File: config.mk
export PLATFORM = sky130hd
export DESIGN_NAME = data_island_packet_serializer
export DESIGN_NICKNAME = d
export VERILOG_FILES = /design/src/rtl/data_island_packet_serializer.sv
export SDC_FILE = /design/constraint.sdc
export NUM_CORES = 1
export LEC_CHECK = 0
export ABC_AREA = 1
export ABC_CLOCK_PERIOD_IN_PS = 21900
export BUFFER_PORTS_ARGS = -buffer_cell sky130_fd_sc_hd__buf_2
export CAP_MARGIN = 25
export CORE_ASPECT_RATIO = 1.25
export CORE_MARGIN = 2
export CORE_UTILIZATION = 55
export CTS_CLUSTER_DIAMETER = 200
export DETAILED_ROUTE_END_ITERATION = 10
export GPL_TIMING_DRIVEN = 0
export PLACE_DENSITY = 0.75
export REMOVE_ABC_BUFFERS = 1
export SETUP_SLACK_MARGIN = 0.4
export SKIP_CTS_REPAIR_TIMING = 1
export SLEW_MARGIN = 20
export SYNTH_ARGS = -nofsm -noshare
export SYNTH_HDL_FRONTEND = slang
export SYNTH_SLANG_ARGS = --single-unit
File: constraint.sdc
create_clock -name clk_pixel -period 21.9 [get_ports clk_pixel]
set_input_delay 1.095 -clock clk_pixel [delete_from_list [all_inputs] [get_ports clk_pixel]]
set_output_delay 1.095 -clock clk_pixel [all_outputs]
set_load 0.01 [all_outputs]
File: src/rtl/data_island_packet_serializer.sv
// Serialises one buffered info-frame packet (header + 4 subpackets + BCH parity) over a 32-beat data-island slot.
// Optional slot statistics outputs are enabled by defining DATA_ISLAND_SERIALIZER_STATS_EN.
module data_island_packet_serializer #(
  parameter logic [7:0] ECC_POLY = 8'h83
) (
  input  logic             clk_pixel,
  input  logic             reset,
  input  logic             in_valid,
  output logic             in_ready,
  input  logic [23:0]      header,
  input  logic [3:0][55:0] sub,
  input  logic             island_en,
  output logic [8:0]       packet_data,
  output logic             packet_start,
  output logic             packet_is_null
`ifdef DATA_ISLAND_SERIALIZER_STATS_EN
  ,
  output logic [15:0]      packets_sent,
  output logic [7:0]       aborts
`endif
);

  function automatic logic [7:0] ecc_step(input logic [7:0] e, input logic b);
    return {1'b0, e[7:1]} ^ ((e[0] ^ b) ? ECC_POLY : 8'h00);
  endfunction

  logic [4:0]       r_count;
  logic             r_buf_full;
  logic [23:0]      r_buf_hdr;
  logic [3:0][55:0] r_buf_sub;
  logic [23:0]      r_hdr;
  logic [3:0][55:0] r_sub;
  logic             r_null;
  logic [7:0]       r_ecc_h;
  logic [3:0][7:0]  r_ecc_s;
  logic [8:0]       r_data;
  logic             r_start;
  logic             r_is_null;

  logic             w_slot_start;
  logic             w_accept;
  logic [23:0]      w_hdr;
  logic [3:0][55:0] w_sub;
  logic             w_null;
  logic [8:0]       w_beat;
  logic [7:0]       w_ecc_h_nxt;
  logic [3:0][7:0]  w_ecc_s_nxt;
  logic [7:0]       w_ecc_s_base;
  logic             w_b0, w_b1;

  assign w_slot_start = island_en && (r_count == 5'd0);
  assign w_accept     = in_valid && !r_buf_full;
  assign in_ready     = !r_buf_full;

  // Beat 0 is produced in the same cycle the working registers load, so
  // bypass straight from the buffer (or zeros for a null packet).
  assign w_hdr  = w_slot_start ? (r_buf_full ? r_buf_hdr : '0) : r_hdr;
  assign w_sub  = w_slot_start ? (r_buf_full ? r_buf_sub : '0) : r_sub;
  assign w_null = w_slot_start ? !r_buf_full : r_null;

  always_comb begin
    w_beat       = '0;
    w_ecc_h_nxt  = r_ecc_h;
    w_ecc_s_nxt  = r_ecc_s;
    w_ecc_s_base = '0;
    w_b0         = 1'b0;
    w_b1         = 1'b0;
    if (r_count < 5'd24) begin
      w_beat[0]   = w_hdr[r_count];
      w_ecc_h_nxt = ecc_step((r_count == 5'd0) ? 8'h00 : r_ecc_h, w_hdr[r_count]);
    end else begin
      w_beat[0] = r_ecc_h[r_count[2:0]];
    end
    for (int i = 0; i < 4; i++) begin
      if (r_count < 5'd28) begin
        w_b0           = w_sub[i][{r_count, 1'b0}];
        w_b1           = w_sub[i][{r_count, 1'b1}];
        w_ecc_s_base   = (r_count == 5'd0) ? 8'h00 : r_ecc_s[i];
        w_ecc_s_nxt[i] = ecc_step(ecc_step(w_ecc_s_base, w_b0), w_b1);
      end else begin
        w_b0 = r_ecc_s[i][{r_count[1:0], 1'b0}];
        w_b1 = r_ecc_s[i][{r_count[1:0], 1'b1}];
      end
      w_beat[1+i] = w_b0;
      w_beat[5+i] = w_b1;
    end
  end

  always_ff @(posedge clk_pixel or posedge reset) begin
    if (reset) begin
      r_count    <= '0;
      r_buf_full <= 1'b0;
      r_buf_hdr  <= '0;
      r_buf_sub  <= '0;
      r_hdr      <= '0;
      r_sub      <= '0;
      r_null     <= 1'b0;
      r_ecc_h    <= '0;
      r_ecc_s    <= '0;
      r_data     <= '0;
      r_start    <= 1'b0;
      r_is_null  <= 1'b0;
    end else begin
      r_count <= island_en ? r_count + 5'd1 : 5'd0;
      if (w_accept) begin
        r_buf_hdr  <= header;
        r_buf_sub  <= sub;
        r_buf_full <= 1'b1;
      end else if (w_slot_start) begin
        r_buf_full <= 1'b0;
      end
      if (island_en) begin
        r_hdr     <= w_hdr;
        r_sub     <= w_sub;
        r_null    <= w_null;
        r_ecc_h   <= w_ecc_h_nxt;
        r_ecc_s   <= w_ecc_s_nxt;
        r_data    <= w_beat;
        r_start   <= w_slot_start;
        r_is_null <= w_null;
      end else begin
        // Leaving the island drops any in-flight packet; the buffer survives.
        r_hdr     <= '0;
        r_sub     <= '0;
        r_null    <= 1'b0;
        r_ecc_h   <= '0;
        r_ecc_s   <= '0;
        r_data    <= '0;
        r_start   <= 1'b0;
        r_is_null <= 1'b0;
      end
    end
  end

  assign packet_data    = r_data;
  assign packet_start   = r_start;
  assign packet_is_null = r_is_null;

`ifdef DATA_ISLAND_SERIALIZER_STATS_EN
  logic [15:0] r_sent;
  logic [7:0]  r_aborts;

  always_ff @(posedge clk_pixel or posedge reset) begin
    if (reset) begin
      r_sent   <= '0;
      r_aborts <= '0;
    end else begin
      if (island_en && r_count == 5'd31 && !r_null)
        r_sent <= r_sent + 16'd1;
      // A nonzero count with island_en low means the slot was cut short.
      if (!island_en && r_count != 5'd0)
        r_aborts <= r_aborts + 8'd1;
    end
  end

  assign packets_sent = r_sent;
  assign aborts       = r_aborts;
`endif

endmodule

==> results.cfg <==
[routing]
drt_wl_total_mm = 71.0
drc_errors = 0
routed_via_density = 5.40
ant_nets = 0
dr_total_vias = 22151
dr.pass1.iters = 5
drt_iter0_drc = 1712
wire_per_inst_um = 17.3

[timing]
period_share_pct = 24.7
fin_worst_skew_ns = 0.0180
slew_headroom_pct = 40.7
post-route-min-period_ns = 5.41
worst_slew_pin_slew_ns = 0.889
slew_viol_final = 0
finalSetupViolations = 0
hold_viol = 0
fmax_mhz = 185
rsz0062_at_grt = false

[floorplan]
io_pins = 264
initial_core_util_pct = 55.3
core_um2 = 49100
fp-row-count = 91
fp.dieH_um = 252
dieArea_um2 = 51200
dieWidth_um = 203

[cells_and_area]
num-nets-final = 3661
layout_common_cells = nand2_1 (948), dfrtp_1 (549), inv_1 (325)
diodes = 0
nFillCells = 4202
area_growth_syn_to_layout_pct = 14.8
multi_input_area_um2 = 11100
final_common_cell = nand2_1
drive_gt1_share_pct = 19.0
final_area_um2 = 31200
final_util_pct = 63.5
regArea_um2 = 13800

[clock_network]
path_clk_slew_ns = 0.06
cts_tree = yes
cts_buffer_depth = 3
cts_buffers = 55
cts.sinks = 553
cts_root_buffer = clkbuf_16
h-tree-depth = 2
clkLatencyLatePin_ns = 0.61

[min_path]
hp-class = reg2reg
hold_depth = 2

[place]
dpl_cell_area_um2 = 29300
globalplace.congestion = 0.827
io_buffers = 263
dp_hpwl_mm = 43.3

[run_status]
outcome = complete, no violations

[critical_path]
cp_max_fo = 69
crit_path_end_kind = flop
critPathKind = reg2reg
r2r_cells = 24
arrival_ns = 5.90
required_ns = 22.39
startpoint_type = flop

[synthesis]
synthArstFlopShare_pct = 100
synth_seq_area_share_pct = 51.0
syn_avg_cell_area_um2 = 8.33
yosys.area.top_type = dfrtp_1
synth_area_leaders = dfrtp_1 (51%), nand2_1 (13%), mux2_2 (9.8%), nand3_1 (5.8%), inv_1 (4.5%)
netlist.area_leader.share_pct = 51.0
yosys_warnings = 0
synthCells = 3261
ys_types = 40
synth_flop_cell = dfrtp_1
synth-seq-cells = 553
synth_edf_count = 0
syn-cell-area_um2 = 27200

[pwr]
clockPowerShare_pct = 29.1
vdd_ir_drop_max_mv = 0.0900
power_switching_w = 0.00111
switching_share_pct = 32.1
p_per_area_nw_per_um2 = 111
p_int_w = 0.00234
p_leak_nw = 15.7
seqPwrFrac_pct = 43.0
comb_power_share_pct = 28.0

[grt]
grt_overflow = 0
track_usage_pct = 27.9
grt_max_degree = 114
grt_pass1_wl_mm = 114
grt_pass1_vias = 21591
antenna_found_initial = 0

[job]
max_cap_violations = 0
critical path: stages, from the launching register on:
cell and delay [ns]:
dfrtp_4 0.80, buf_16 0.35, clkinv_4 0.67, ha_1 0.49, inv_1 0.14, nor2_8 0.07
buf_12 0.23, nand3_4 0.35, buf_16 0.31, buf_16 0.29, nand2_1 0.12, nand3_1 0.10
nand3_1 0.12, nand2_1 0.12, nand3_1 0.10, nand2_1 0.20, nand2_1 0.11, nand2_1 0.12
nand2_1 0.05, nand2_1 0.09, nand2_1 0.08, nand2_1 0.10, nand2_1 0.05, nand3_1 0.06
nand2_1 0.06
synth_stat cells, types with 35 or more instances:
cell type / number
nor2_1: 304
o22ai_1: 35
mux2_2: 237
nand2_1: 950
inv_1: 329
nand3_1: 312
buf_2: 78
clkbuf_1: 88
a21oi_1: 107
o21ai_0: 70
nand4_1: 79
dfrtp_1: 553
power groups by stage:
stage	registers, W	logic [W]	clock network, W
2_1_floorplan	0.00148	0.000773	0
3_3_place_gp	0.00154	0.00101	0
3_5_place_dp	0.00150	0.000964	0
4_1_cts	0.00148	0.000973	0.00102
5_1_grt	0.00152	0.00109	0.00106
6_report	0.00148	0.000966	0.00100
area by class of cell:
class | count | area share (%)
tap | 651 | 2.61
multi-input combinational | 2161 | 35.6
inverter | 337 | 4.14
clock buffer | 72 | 4.98
sequential | 553 | 44.4
timing repair buffer | 299 | 7.10
clock inverter | 28 | 1.12
per-stage QoR:
stage	instances	TNS, ns	power (W)	setup slack [ns]	hold WS, ns
after floorplan	3051	0	0.00225	5.34	0.449
after global placement	3965	-606.09	0.00255	-1.15	0.466
after detailed placement	4001	0	0.00246	16.53	0.465
after CTS	4101	0	0.00347	16.53	0.483
after global routing	4101	0	0.00366	16.17	0.503
final	4101	0	0.00345	16.49	0.484
state kept, by name, indices dropped and copies added (netlist names):
register / flops
r_buf_full: 1
r_buf_hdr: 24
r_ecc_h: 8
packet_start: 1
r_count: 5
r_buf_sub: 224
r_sub: 224
r_null: 1
r_hdr: 24
packet_data: 9
r_ecc_s: 32
worst paths after layout:
path	end	slack, ns	startpoint
min in group asynchronous	r_buf_sub[38]	0.53	reset
max in group asynchronous	r_buf_full	19.80	reset
worst min register to register	r_ecc_s[17]	0.48	r_ecc_s[17]
worst min-delay path	r_ecc_s[17]	0.48	r_ecc_s[17]
worst max register to register	r_ecc_s[17]	16.49	r_count[0]
worst max-delay path	r_ecc_s[17]	16.49	r_count[0]
cell families after synthesis:
family / Yosys count / share of synthesized area [%]
buffers and inverters: 547 / 8.27
flip-flops: 553 / 51.0
adder cells (fa/ha/maj): 2 / 0.0921
AO/OA/AOI/OAI: 262 / 5.41
AND/OR/NAND/NOR: 1660 / 25.4
multiplexers: 237 / 9.83
layer usage:
metal	track usage (%)	wire length [µm]	share of wire, %
met5	0	0	0
met4	11.1	2740	3.9
met3	3.67	4060	5.7
met2	46.7	34200	48
met1	37.1	30000	42
Power figures use the tool's default switching activity.
